==> config.mk <==
export PLATFORM = sky130hd
export DESIGN_NAME = data_memory
export DESIGN_NICKNAME = d
export VERILOG_FILES = /design/src/rtl/data_memory.sv
export SDC_FILE = /design/constraint.sdc
export NUM_CORES = 1
export LEC_CHECK = 0
export ABC_AREA = 1
export CORE_ASPECT_RATIO = 1.75
export CORE_MARGIN = 1
export CORE_UTILIZATION = 30
export DETAILED_ROUTE_END_ITERATION = 7
export GPL_TIMING_DRIVEN = 1
export PLACE_DENSITY = 0.52
export SKIP_LAST_GASP = 1
export SYNTH_ARGS = -nofsm -noshare
export SYNTH_HDL_FRONTEND = slang
export SYNTH_SLANG_ARGS = --single-unit
==> constraint.sdc <==
create_clock -name clk_i -period 8.1 [get_ports clk_i]
set_clock_uncertainty 0.2 [all_clocks]
set_input_delay 0.81 -clock clk_i [delete_from_list [all_inputs] [get_ports clk_i]]
set_output_delay 0.81 -clock clk_i [all_outputs]
set_load 0.05 [all_outputs]
==> src/rtl/data_memory.sv <==
// Byte-addressable little-endian data memory for the load/store path.
// One load port and one store port, each accepting a request every cycle.
// Loads return one cycle later with sign or zero extension. Stores are
// byte-masked. A load and a store to the same word in the same cycle
// return the post-store bytes (write-first). Misaligned or illegal-size
// accesses are flagged and have no effect on the array.
module data_memory #(
   parameter  int WIDTH  = 32,
   parameter  int DEPTH  = 16,
   localparam int ADDR_W = $clog2(DEPTH * WIDTH / 8)
) (
   input  logic              clk_i,
   input  logic              rst_i,
   input  logic              read_en_i,
   input  logic [ADDR_W-1:0] read_addr_i,
   input  logic [1:0]        read_size_i,
   input  logic              read_unsigned_i,
   output logic [WIDTH-1:0]  read_data_o,
   output logic              read_valid_o,
   output logic              read_error_o,
   input  logic              write_en_i,
   input  logic [ADDR_W-1:0] write_addr_i,
   input  logic [1:0]        write_size_i,
   input  logic [WIDTH-1:0]  write_data_i,
   output logic              write_error_o
);

   localparam int NB    = WIDTH / 8;
   localparam int OFF_W = $clog2(NB);
   localparam int IDX_W = ADDR_W - OFF_W;

   // Size is legal for this width and the offset is a multiple of the size.
   function automatic logic access_ok(input logic [1:0] size, input logic [OFF_W-1:0] off);
      logic [2:0] off_ext;
      logic [2:0] align_mask;
      logic       size_ok;
      off_ext = 3'(off);
      size_ok = 1'b1;
      case (size)
         2'd0: align_mask = 3'b000;
         2'd1: align_mask = 3'b001;
         2'd2: align_mask = 3'b011;
         2'd3: begin
            align_mask = 3'b111;
            if (WIDTH == 32) size_ok = 1'b0;
            else             size_ok = 1'b1;
         end
         default: begin
            align_mask = 3'b111;
            size_ok    = 1'b0;
         end
      endcase
      return size_ok && ((off_ext & align_mask) == 3'b000);
   endfunction

   // Byte lanes touched by an access of the given size at the given offset.
   function automatic logic [NB-1:0] lane_mask(input logic [1:0] size, input logic [OFF_W-1:0] off);
      logic [7:0]  base;
      logic [15:0] shifted;
      case (size)
         2'd0:    base = 8'h01;
         2'd1:    base = 8'h03;
         2'd2:    base = 8'h0F;
         2'd3:    base = 8'hFF;
         default: base = 8'h00;
      endcase
      shifted = {8'h00, base} << off;
      return shifted[NB-1:0];
   endfunction

   logic [WIDTH-1:0] mem_q [DEPTH];
   logic [WIDTH-1:0] mem_d [DEPTH];
   logic [WIDTH-1:0] read_data_q, read_data_d;
   logic             read_valid_q, read_valid_d;
   logic             read_error_q, read_error_d;
   logic             write_error_q, write_error_d;

   logic [IDX_W-1:0] wr_idx, rd_idx;
   logic [OFF_W-1:0] wr_off, rd_off;
   logic             wr_ok, rd_ok;
   logic [NB-1:0]    wr_mask;
   logic [WIDTH-1:0] wr_shift, wr_merge;
   logic [WIDTH-1:0] rd_word, rd_shift, rd_ext;
   logic             rd_sign;
   int               rd_bits;

   assign wr_idx  = write_addr_i[ADDR_W-1:OFF_W];
   assign wr_off  = write_addr_i[OFF_W-1:0];
   assign rd_idx  = read_addr_i[ADDR_W-1:OFF_W];
   assign rd_off  = read_addr_i[OFF_W-1:0];
   assign wr_ok   = write_en_i && access_ok(write_size_i, wr_off);
   assign rd_ok   = access_ok(read_size_i, rd_off);
   assign wr_mask = lane_mask(write_size_i, wr_off);

   // Next array contents: merge the shifted store bytes into the target word.
   always_comb begin
      mem_d    = mem_q;
      wr_shift = write_data_i << {wr_off, 3'b000};
      wr_merge = mem_q[wr_idx];
      for (int k = 0; k < NB; k++) begin
         if (wr_mask[k]) wr_merge[8*k +: 8] = wr_shift[8*k +: 8];
         else            wr_merge[8*k +: 8] = mem_q[wr_idx][8*k +: 8];
      end
      if (wr_ok) mem_d[wr_idx] = wr_merge;
      else       mem_d[wr_idx] = mem_q[wr_idx];
   end

   // Load path: read the post-store word (write-first), align, then extend.
   always_comb begin
      rd_word  = mem_d[rd_idx];
      rd_shift = rd_word >> {rd_off, 3'b000};
      case (read_size_i)
         2'd0:    begin rd_bits = 8;     rd_sign = rd_shift[7];       end
         2'd1:    begin rd_bits = 16;    rd_sign = rd_shift[15];      end
         2'd2:    begin rd_bits = 32;    rd_sign = rd_shift[31];      end
         2'd3:    begin rd_bits = WIDTH; rd_sign = rd_shift[WIDTH-1]; end
         default: begin rd_bits = WIDTH; rd_sign = 1'b0;              end
      endcase
      if (read_unsigned_i) rd_sign = 1'b0;
      else                 rd_sign = rd_sign;
      rd_ext = rd_shift;
      for (int i = 0; i < WIDTH; i++) begin
         if (i >= rd_bits) rd_ext[i] = rd_sign;
         else              rd_ext[i] = rd_shift[i];
      end
      read_valid_d  = read_en_i;
      read_error_d  = read_en_i && !rd_ok;
      write_error_d = write_en_i && !access_ok(write_size_i, wr_off);
      if (read_en_i) begin
         if (rd_ok) read_data_d = rd_ext;
         else       read_data_d = {WIDTH{1'b0}};
      end else begin
         read_data_d = read_data_q;
      end
   end

   // State update; reset clears the array and drops same-cycle requests.
   always_ff @(posedge clk_i) begin
      if (rst_i) begin
         for (int i = 0; i < DEPTH; i++) mem_q[i] <= {WIDTH{1'b0}};
         read_data_q   <= {WIDTH{1'b0}};
         read_valid_q  <= 1'b0;
         read_error_q  <= 1'b0;
         write_error_q <= 1'b0;
      end else begin
         mem_q         <= mem_d;
         read_data_q   <= read_data_d;
         read_valid_q  <= read_valid_d;
         read_error_q  <= read_error_d;
         write_error_q <= write_error_d;
      end
   end

   assign read_data_o   = read_data_q;
   assign read_valid_o  = read_valid_q;
   assign read_error_o  = read_error_q;
   assign write_error_o = write_error_q;

endmodule

# Yosys cells after proc, flatten, opt, wreduce, memory -nomap -nowiden

Cells that the tools add are included.

Register bits: 547
Input bits: 53
Output and inout bits: 35

Order comparisons: 35
Equal/unequal tests: 6
Shift operators: 3
Multiplexer cells: 56
Bitwise gates (word level): 4
Reductions and logical operators: 13

Operator list:

| cell                  | count |
|---|---|
| $bwmux W512           | 2 |
| $ge A6 B32 Y1 const A | 16 |
| $mux W512             | 1 |
| $bmux W32 S4          | 2 |
| $ge A5 B32 Y1 const A | 8 |
| $mux W32              | 6 |
| $demux W32 S4         | 1 |
| $ge A4 B32 Y1 const A | 4 |
| $pmux W32 S3          | 1 |
| $ge A3 B32 Y1 const A | 2 |
| $mux W1               | 35 |
| $ge A1 B32 Y1 const A | 1 |
| $ge A2 B32 Y1 const A | 1 |
| $mux W8               | 4 |
| $pmux W8 S4           | 1 |
| $shl A32 B5 Y32       | 1 |
| $shr A32 B5 Y32       | 1 |
| $pmux W3 S4           | 2 |
| $ge A5 B5 Y1 const B  | 2 |
| $not A4 Y5            | 2 |
| $eq A2 B2 Y1 const B  | 4 |
| $shl A8 B2 Y4         | 1 |
| $and A2 B3 Y3         | 2 |
| $logic_and A1 B1 Y1   | 6 |
| 7 further kinds       | 11 |

# Longest topological paths before layout

Gate-level depths: netlist (run 1).

Word-level depth: 15
Mapped depth: 25
Gate-level depth less buffers: 21

# Least setup slack after synthesis (run 1)

No wires, ideal clock.

Path kind: in2reg
Start point: input write_addr_i[0]
End point: register read_data_q[13], in the netlist read_data_o[13]
Setup time: 0.132 ns
Arrival time: 2.931 ns
Setup slack: 4.836 ns
Stages: 23
Path buffers: 3
Path through: buf_4 nor2_4 nand2_1 nand2_2 nand2_4 nor2_4 buf_4 o311ai_0 o21ai_2 buf_2 nand2_1 o21ai_1 nand2_1 nand3_1 nand3_1 nand3_1 nand2_1 nand3_1 nand2_1 inv_1 a21oi_1 nand2_1 a21oi_1

Longest elaborated chain between the ends: 13
Elaborated cells between the ends (all ways): 20
Those cells by class: 3 x shift; 13 x mux; 1 x bitwise; 3 x reduce/logical

RTL lines:

| what                                                | RTL line | source |
|---|---|---|
| start, declared                                     | 22       | `input logic [ADDR_W-1:0] write_addr_i,` |
| branches (longest 4 deep; another with $bwmux W512) | n/a      |  |
| $mux W512 (*)                                       | 104      | `if (wr_ok) mem_d[wr_idx] = wr_merge;` |
| $bmux W32 S4 (*)                                    | 110      | `rd_word = mem_d[rd_idx];` |
| $mux W32 (not written as such) (*) (2 in a row)     | 110      |  |
| $shr A32 B5 Y32 (*)                                 | 111      | `rd_shift = rd_word >> {rd_off, 3'b000};` |
| $pmux W1 S3                                         | 112      | `case (read_size_i)` |
| $mux W1                                             | 119      | `if (read_unsigned_i) rd_sign = 1'b0;` |
| $mux W1 (*)                                         | 123      | `if (i >= rd_bits) rd_ext[i] = rd_sign;` |
| $mux W32 (*)                                        | 130      | `if (rd_ok) read_data_d = rd_ext;` |
| end signal, assigned                                | 141      | `read_data_q <= {WIDTH{1'b0}};` |
| end signal, assigned                                | 147      | `read_data_q <= read_data_d;` |
| end, declared                                       | 73       | `logic [WIDTH-1:0] read_data_q, read_data_d;` |

Every way passes the cells marked *. The select of a mux whose other input is x is not followed.
A chain may end at the register's enable or synchronous reset.

# Worst setup path in the final report (run 1)

Start point: input write_addr_i[3]
End point: register read_data_q[16], in the netlist read_data_o[16]

Longest elaborated chain between the ends: 15
Elaborated cells between the ends (all ways): 24
Those cells by class: 2 x order compare; 1 x shift; 19 x mux; 1 x bitwise; 1 x reduce/logical

RTL lines:

| what                                                                         | RTL line |
|---|---|
| $not A4 Y5 (not written as such) (*)                                         | 102, 104, 105 |
| $ge A5 B5 Y1 (not written as such), or another cell as far along             | 104, 105 |
| $logic_and A1 B1 Y1 (not written as such) / $mux W32 (equally long branches) | 104, 105, 102 |
| $mux W32 (on tied branches)                                                  | 104, 105, 102 |
| $demux W32 S4 / $mux W8 (equally long branches)                              | 104, 105, 101 |
| $bwmux W512 (on tied branches)                                               | 105, 104 |
| $mux W512 (*)                                                                | 104 |
| $bmux W32 S4 (*)                                                             | 110 |
| $mux W32 (not written as such) (*) (2 in a row)                              | 110 |
| $shr A32 B5 Y32 (*)                                                          | 111 |
| $pmux W1 S3                                                                  | 112 |
| $mux W1                                                                      | 119 |
| $mux W1 (*)                                                                  | 123 |
| $mux W32 (*)                                                                 | 130 |

Mark *: on every way between the ends. The rest lies on a longest branch, timed or not. The select of a mux whose other input is x is not followed.

==> impl_summary.log, run 1 <==
[metrics] number of input and output port buffers inserted: 87
[metrics] maximum level of the CTS H-tree: 2
[metrics] Syn Std Cell Area: 0.0331 mm²
[metrics] Min Clock Period, post-route: 5.77 ns
[metrics] clock insertion delay at the later pin of the skew report: 0.68 ns
[metrics] maximum count of clock buffers along a single path: 3
[metrics] maximum fanout count along the critical path: 25
[metrics] placed inst area: 0.0346 mm²
[metrics] kind of capture point of the worst setup path: register
[metrics] worst setup path category: in -> reg
[metrics] switching power share of the total: 32.9%
[metrics] average footprint of a synthesized cell: 6.31 µm²
[metrics] setup repair after global routing missed its margin: no
[metrics] nets@finish: 5131
[metrics] Synth top area share: 33.0%
[metrics] power per standard cell area: 188 mW/mm²
[metrics] worst path required time: 8.40 ns
[metrics] timing-limited maximum frequency: 0.173 GHz
[metrics] busiest grt layer: met2
[metrics] kind of start point of the critical path: input port
[metrics] buffers inserted during post-CTS setup optimization: 0
[metrics] global route overflow: 0
[metrics] HPWL after detailed placement: 95.4 mm
[metrics] Initial Utilization: 30.2%
[metrics] area grow syn2layout: 9.94%
[metrics] CP peak stage delay: 0.85 ns
[metrics] sequential fraction of the synthesis area: 33.0%
[metrics] first-iteration detailed-routing DRC count: 3967
[metrics] Die Area: 0.112 mm²
[metrics] remaining antenna violation count after routing: 0
[metrics] top flip-flop cell by instance count after synthesis: sky130_fd_sc_hd__dfxtp_1
[metrics] GR Util All Layers: 27.8%
[metrics] IR Drop Worst-Case VDD: 173 µV
[metrics] Mapped Nets: 5304
[metrics] # setup viols final: 0
[metrics] Final Routed Wirelength: 160 mm
[metrics] overall die width: 253 µm
[metrics] number of clock buffers inserted by TritonCTS: 55
[metrics] number of buffers inserted by hold repair at cts: 0
[metrics] Final TNS setup: 0 ns
[metrics] fraction of registers with async set/reset: 0%
[metrics] number of global-route vias before repair: 34800
[metrics] ratio of final minimum period to clock period: 71.2%
[metrics] Yosys reg bits: 547
[metrics] die extent in y: 442 µm
[metrics] worst slew slack as a fraction of its limit: 19.8%
[metrics] area leader, netlist: sky130_fd_sc_hd__dfxtp_1
[metrics] most common library cell in the layout ignoring fill and taps: sky130_fd_sc_hd__nand3_1
[metrics] critical-path cell list: clkdlybuf4s50_1, inv_2, nand2_4, inv_2, nand2_1, o21ai_0, nor2_1, o21ai_1, o21ai_1, nand2_1, o21ai_0, nand2_1, nand3_1, nand3_1, nand3_1, nand3_1, nand3_1, a21oi_1, nand2_1, a21oi_1
[metrics] PostCTS Resize Cnt: 0
[metrics] count of clock tree sinks: 547
[metrics] Initial DRT Pass Iterations: 6
[metrics] Hold Violations, Final: 0
[metrics] weighted congestion at the end of routability-driven global placement: 0.895
[metrics] Filler cells: 12000
[metrics] leak pwr: 14.4 nW
[metrics] initial antenna violation count: 2
[metrics] top post-synthesis cells by area: sky130_fd_sc_hd__dfxtp_1 33%, sky130_fd_sc_hd__nand3_1 19%, sky130_fd_sc_hd__nand2_1 12%
[metrics] net switching power: 2.25 mW
[metrics] largest net degree at the start of global routing: 153
[metrics] Int Power: 4.60 mW
[metrics] post-layout instance area: 0.0364 mm²
[metrics] vias after detailed routing: 37200
[metrics] # IOs: 88
[metrics] Vias per Instance: 5.64
[metrics] outcome: complete, no violations
[metrics] worst slew pin tran: 1.20 ns
[metrics] Post-Syn Instances: 5251
[metrics] wire length of the first global-routing pass: 231 mm
[metrics] global routing met1 resource utilization: 31.6%
[metrics] clock root cell: sky130_fd_sc_hd__clkbuf_16
[metrics] Warnings, synthesis: 0
[metrics] GRT met3 Usage: 4.12%
[metrics] remaining design rule violation count: 0
[metrics] average wire length per cell after detail routing: 24.2 µm
[metrics] GR Util met2: 46.2%
[metrics] area of the core region: 0.110 mm²
[metrics] max-cap check violation count: 0
[metrics] Worst-path clk slew: 0.07 ns
[metrics] final count of pins violating max slew: 0
[metrics] count of flip-flops with a built-in enable after synthesis: 0
[metrics] area of the multi-input gates: 0.0187 mm²
[metrics] part of the total power dissipated in the clock network: 40.3%
[metrics] share of final-layout standard cells stronger than drive strength 1: 9.96%
[metrics] sequential share of power: 40.8%
[metrics] combinational group share of total power: 18.8%
[metrics] CP max-delay cell: sky130_fd_sc_hd__clkdlybuf4s50_1
[metrics] Reg area: 0.0110 mm²
[metrics] CP most frequent cell: sky130_fd_sc_hd__nand3_1
[metrics] post-synth cell types: 53
[metrics] final core utilization: 33.2%
[metrics] worst min-delay path class: reg -> reg
[metrics] row cnt: 161
[metrics] arrival time of data at the critical path endpoint: 6.07 ns
[metrics] leading cell types in the layout, fill and taps excluded: 1276 x sky130_fd_sc_hd__nand3_1, 1103 x sky130_fd_sc_hd__nand2_1, 561 x sky130_fd_sc_hd__nor2_1
[metrics] CTS tree: yes
registers in the layout, indices dropped and copies added, names as in the netlist:
register       flops
read_error_o       1
mem_q            512
read_valid_o       1
write_error_o      1
read_data_o       32
power groups by stage:
stage               sequential [mW]  clock, mW  combinational (mW)
floorplan                      2.87          0               0.798
global placement               2.86          0                1.25
detailed placement             2.86          0                1.25
CTS                            2.80       2.79                1.25
global route                   2.80       2.88                1.35
finish                         2.80       2.76                1.29
metrics by stage:
step                hold WS (ns)  setup slack (ns)  instances  total power, mW
global placement           0.258              1.86       6488             4.10
global route               0.285              1.98       6589             7.03
CTS                        0.269              2.49       6588             6.84
finish                     0.266              2.33       6591             6.85
floorplan                  0.266              4.84       5251             3.67
detailed placement         0.259              1.80       6488             4.11
routing by layer:
metal / routed length [µm] / vias to the layer above
met1: 59300 / 17600
met4: 14800 / 0
met2: 73900 / 1921
met5: 0 / -
li1: - / 17000
met3: 11800 / 579
worst paths after layout:
path / endpoint / cells after the start / slack (ns) / startpoint
max: read_data_o[16] / 20 / 2.33 / write_addr_i[3]
min: read_data_o[18] / 2 / 0.27 / read_data_o[18]
max reg2reg: read_data_o[16] / 16 / 4.26 / mem_q[24]
min reg2reg: read_data_o[18] / 2 / 0.27 / read_data_o[18]
area by class of cell:
class                   instances  share of cell area [%]
multi-input cells            3903                    51.2
flip-flops and latches        547                    30.1
well taps                    1467                    5.04
clock buffers                  84                    4.63
repair buffers                181                    4.57
inverters                     390                    4.07
clock inverters                16                   0.388
diodes                          3                  0.0206
logic make-up (layout without fill, tap and decap cells):
| family | Yosys count | after routing | synth area share, % |
|---|---|---|---|
| AO/OA/AOI/OAI | 677 | 677 | 11.8 |
| buffers and inverters | 801 | 671 | 10.9 |
| flip-flops | 547 | 547 | 33.0 |
| multiplexers | 1 | 1 | 0.0302 |
| other | 0 | 3 | 0 |
| AND/OR/NAND/NOR | 3225 | 3225 | 44.1 |
critical path: cells and delay by family:
family                 cells  cell delay, ns
AO/OA/AOI/OAI              6            1.26
AND/OR/NAND/NOR           11            2.32
buffers and inverters      3            1.63
cell usage after synthesis, types with 4 or more instances:
cell,n
sky130_fd_sc_hd__dfxtp_1,547
sky130_fd_sc_hd__a21oi_1,294
sky130_fd_sc_hd__nand3b_4,4
sky130_fd_sc_hd__o21ai_1,57
sky130_fd_sc_hd__o22ai_1,129
sky130_fd_sc_hd__nand4_1,9
sky130_fd_sc_hd__nand2_2,21
sky130_fd_sc_hd__o211ai_1,14
sky130_fd_sc_hd__inv_1,373
sky130_fd_sc_hd__a21oi_2,17
sky130_fd_sc_hd__buf_2,155
sky130_fd_sc_hd__nand2_1,1103
sky130_fd_sc_hd__buf_1,51
sky130_fd_sc_hd__nand2_4,6
sky130_fd_sc_hd__nor2_2,14
sky130_fd_sc_hd__inv_2,12
sky130_fd_sc_hd__buf_6,32
sky130_fd_sc_hd__clkbuf_1,135
sky130_fd_sc_hd__buf_4,34
sky130_fd_sc_hd__nor2_4,13
sky130_fd_sc_hd__nand3_1,1276
sky130_fd_sc_hd__or2_2,195
sky130_fd_sc_hd__o2111ai_1,10
sky130_fd_sc_hd__nand3_2,14
sky130_fd_sc_hd__nor2_1,565
sky130_fd_sc_hd__a22oi_1,23
sky130_fd_sc_hd__o21ai_0,102
sky130_fd_sc_hd__o221ai_1,8
Power figures use the tool's default switching activity.
==> run 2: changes to the inputs <==
PLACE_DENSITY = 0.53   (was 0.52)
clock period = 4.9 ns   (was 8.1 ns; I/O delays follow)
==> impl_summary.log, run 2 (synthesis gave the netlist of run 1 again) <==
[metrics] arrival time of data at the critical path endpoint: 4.40 ns (-1.67 ns)
[metrics] share of final-layout standard cells stronger than drive strength 1: 11.7% (+1.7 points)
[metrics] area of the core region: 0.110 mm² (unchanged)
[metrics] PostCTS Resize Cnt: 0 (unchanged)
[metrics] kind of capture point of the worst setup path: register
[metrics] family with the most delay on the worst path: buffers and inverters
[metrics] maximum fanout count along the critical path: 14 (-44%)
[metrics] wire length of the first global-routing pass: 236 mm (+1.8%)
[metrics] Initial Utilization: 30.2% (unchanged)
[metrics] overall die width: 253 µm (unchanged)
[metrics] worst setup path category: in -> reg
[metrics] global route overflow: 0 (unchanged)
[metrics] buffering stage count on the worst path with inverters included: 6 (+3)
[metrics] die extent in y: 442 µm (unchanged)
[metrics] CTS tree: yes
[metrics] first-iteration detailed-routing DRC count: 3916 (-1.3%)
[metrics] worst slew pin tran: 1.17 ns (-0.0313 ns)
[metrics] r2r worst-path depth: 20 (+4)
[metrics] vias after detailed routing: 37800 (+1.6%)
[metrics] average wire length per cell after detail routing: 24.1 µm (-0.51%)
[metrics] remaining design rule violation count: 0 (unchanged)
[metrics] maximum level of the CTS H-tree: 2 (unchanged)
[metrics] clock root cell: sky130_fd_sc_hd__clkbuf_16
[metrics] placed inst area: 0.0359 mm² (+3.7%)
[metrics] nets@finish: 5238 (+2.1%)
[metrics] post-layout instance area: 0.0378 mm² (+3.7%)
[metrics] capture point of the worst path: read_data_o[8]
[metrics] IR Drop Worst-Case VDD: 279 µV (+61%)
[metrics] worst path required time: 5.25 ns (-3.15 ns)
[metrics] worst slew slack as a fraction of its limit: 21.9% (+2.2 points)
[metrics] count of clock tree sinks: 547 (unchanged)
[metrics] kind of start point of the critical path: input port
[metrics] area grow syn2layout: 14.0%
[metrics] weighted congestion at the end of routability-driven global placement: 0.973 (+8.7%)
[metrics] Min Clock Period, post-route: 4.05 ns
[metrics] Placed Instances: 6595 (+1.6%)
[metrics] max-cap check violation count: 0 (unchanged)
[metrics] most common library cell in the layout ignoring fill and taps: sky130_fd_sc_hd__nand3_1
[metrics] worst hold slack across all endpoints: 0.180 ns (-0.0861 ns)
[metrics] remaining antenna violation count after routing: 0 (unchanged)
[metrics] number of buffers inserted by hold repair at cts: 0 (unchanged)
[metrics] # setup viols final: 0 (unchanged)
[metrics] Final TNS setup: 0 ns (unchanged)
[metrics] power per standard cell area: 307 mW/mm² (+63%)
[metrics] largest net degree at the start of global routing: 129 (-16%)
[metrics] initial antenna violation count: 4 (+2)
[metrics] GR Util All Layers: 28.4% (+0.56 points)
[metrics] Hold Violations, Final: 0 (unchanged)
[metrics] CP max-delay cell: sky130_fd_sc_hd__clkdlybuf4s50_1
[metrics] critical-path cell list: clkdlybuf4s50_1, buf_4, nand2_4, buf_4, buf_4, o22ai_1, o21ai_0, nand3_1, o21ai_1, buf_4, nand2_1, o21ai_1, nand2_1, nand3_1, nand3_1, nand3_1, nand2_1, nand3_1, nand2_1, inv_1, a21oi_1, nand2_1, a21oi_1
[metrics] Vias per Instance: 5.64 (about the same)
[metrics] row cnt: 161 (unchanged)
[metrics] clock insertion delay at the later pin of the skew report: 0.68 ns (about the same)
[metrics] FF-to-FF setup slack: 1.53 ns (-2.73 ns)
[metrics] number of input and output port buffers inserted: 87 (unchanged)
[metrics] ratio of final minimum period to clock period: 82.7%
[metrics] # IOs: 88 (unchanged)
[metrics] source of the critical timing path: write_addr_i[3]
[metrics] timing-limited maximum frequency: 0.247 GHz
[metrics] FF-to-FF End: read_data_o[14]
[metrics] number of clock buffers inserted by TritonCTS: 55 (unchanged)
[metrics] Largest register FFs: 512 (unchanged)
[metrics] Finished Layout Cells: 6699 (+1.6%)
[metrics] setup repair after global routing missed its margin: no
[metrics] Final Routed Wirelength: 161 mm (+1.1%)
[metrics] HPWL after detailed placement: 101 mm (+5.7%)
[metrics] leading cell types in the layout, fill and taps excluded: 1276 x sky130_fd_sc_hd__nand3_1, 1103 x sky130_fd_sc_hd__nand2_1, 561 x sky130_fd_sc_hd__nor2_1
[metrics] leak pwr: 15.1 nW (+4.8%)
[metrics] Worst R2R Start: mem_q[215]
[metrics] number of global-route vias before repair: 36100 (+3.9%)
[metrics] Initial DRT Pass Iterations: 6 (unchanged)
[metrics] maximum count of clock buffers along a single path: 3 (unchanged)
[metrics] Worst-path clk slew: 0.07 ns (about the same)
[metrics] buffers inserted during post-CTS setup optimization: 0 (unchanged)
[metrics] worst min-delay path class: in -> reg
[metrics] CP peak stage delay: 0.51 ns (-0.34 ns)
[metrics] largest register by flop count: mem_q
[metrics] final count of pins violating max slew: 0 (unchanged)
[metrics] outcome: complete, no violations
[metrics] cell count along the critical path: 23 (+15%)
[metrics] Die Area: 0.112 mm² (unchanged)
-- run 2: cell types whose count changed in the layout (fill, tap and decap cells not counted) --
cell / change
sky130_fd_sc_hd__buf_4: +68
sky130_fd_sc_hd__buf_12: +39
sky130_fd_sc_hd__bufinv_16: +5
sky130_fd_sc_hd__clkbuf_1: +5
sky130_fd_sc_hd__clkbuf_8: -3
sky130_fd_sc_hd__clkinv_2: -3
sky130_fd_sc_hd__clkinvlp_4: -3
sky130_fd_sc_hd__o221ai_1: +2
sky130_fd_sc_hd__o221ai_2: -2
sky130_fd_sc_hd__clkbuf_16: -1
sky130_fd_sc_hd__clkinv_4: -1
sky130_fd_sc_hd__clkinv_8: +1
sky130_fd_sc_hd__inv_6: +1
-- run 2: routing by layer --
| layer | part of all wire [%] | global-route usage [%] | vias up |
|---|---|---|---|
| met3 | 8.1 | 4.91 | 640 |
| met1 | 36 | 31.6 | 17900 |
| met2 | 45 | 45.9 | 1949 |
| met5 | 0.019 | 0 | - |
| met4 | 11 | 25.7 | 4 |
| li1 | - | - | 17300 |
-- run 2: where the power goes --
group,total (mW),internal [mW],switching (mW)
Sequential,4.63,4.57,0.0609
Combinational,2.24,0.653,1.58
Clock,4.74,2.67,2.08
Total,11.6,7.88,3.72
-- run 2: area by class of cell --
cell class | instances | area, µm²
diodes | 3 | 7.51
clock buffers | 85 | 1640
clock inverters | 16 | 270
fillers | 12000 | 72000
inverters | 390 | 1480
multi-input cells | 3903 | 18700
flip-flops and latches | 547 | 11000
well taps | 1467 | 1840
repair buffers | 288 | 2960
-- run 2: worst min-delay path by stage --
| stage | startpoint | to | slack, ns | depth (start not counted) |
|---|---|---|---|---|
| finish | rst_i | mem_q[389] | 0.18 | 2 |
| global placement | read_data_o[10] | read_data_o[10] | 0.26 | 2 |
| floorplan | mem_q[167] | mem_q[167] | 0.27 | 2 |
| detailed placement | read_data_o[15] | read_data_o[15] | 0.26 | 2 |
| global route | rst_i | mem_q[386] | 0.21 | 2 |
| CTS | read_en_i | read_error_o | 0.18 | 3 |
-- run 2: metrics by stage --
step	total power [mW]	worst slack (ns)	util, %
floorplan	6.07	1.96	-
global placement	6.90	0.302	32.7
detailed placement	6.90	0.282	32.7
CTS	11.6	0.975	34.4
global route	11.9	0.504	34.4
finish	11.6	0.848	34.4
-- run 2: worst register-to-register path, stage by stage (launching register included) --
cell and delay (ns):
sky130_fd_sc_hd__dfxtp_1 0.31, sky130_fd_sc_hd__nand2_1 0.06, sky130_fd_sc_hd__o21ai_0 0.07, sky130_fd_sc_hd__nand2_1 0.08, sky130_fd_sc_hd__nand2_1 0.07, sky130_fd_sc_hd__nand2_1 0.07, sky130_fd_sc_hd__nand2_2 0.08, sky130_fd_sc_hd__nor2_4 0.23
sky130_fd_sc_hd__nand2_1 0.28, sky130_fd_sc_hd__nand3_1 0.19, sky130_fd_sc_hd__nand3_1 0.08, sky130_fd_sc_hd__nand3_1 0.12, sky130_fd_sc_hd__nand3_1 0.11, sky130_fd_sc_hd__nand3_1 0.38, sky130_fd_sc_hd__nand3_1 0.20, sky130_fd_sc_hd__nand3_1 0.14
sky130_fd_sc_hd__nand3_1 0.11, sky130_fd_sc_hd__nand2_1 0.10, sky130_fd_sc_hd__nand2_2 0.15, sky130_fd_sc_hd__nand2_1 0.14, sky130_fd_sc_hd__a21oi_1 0.06
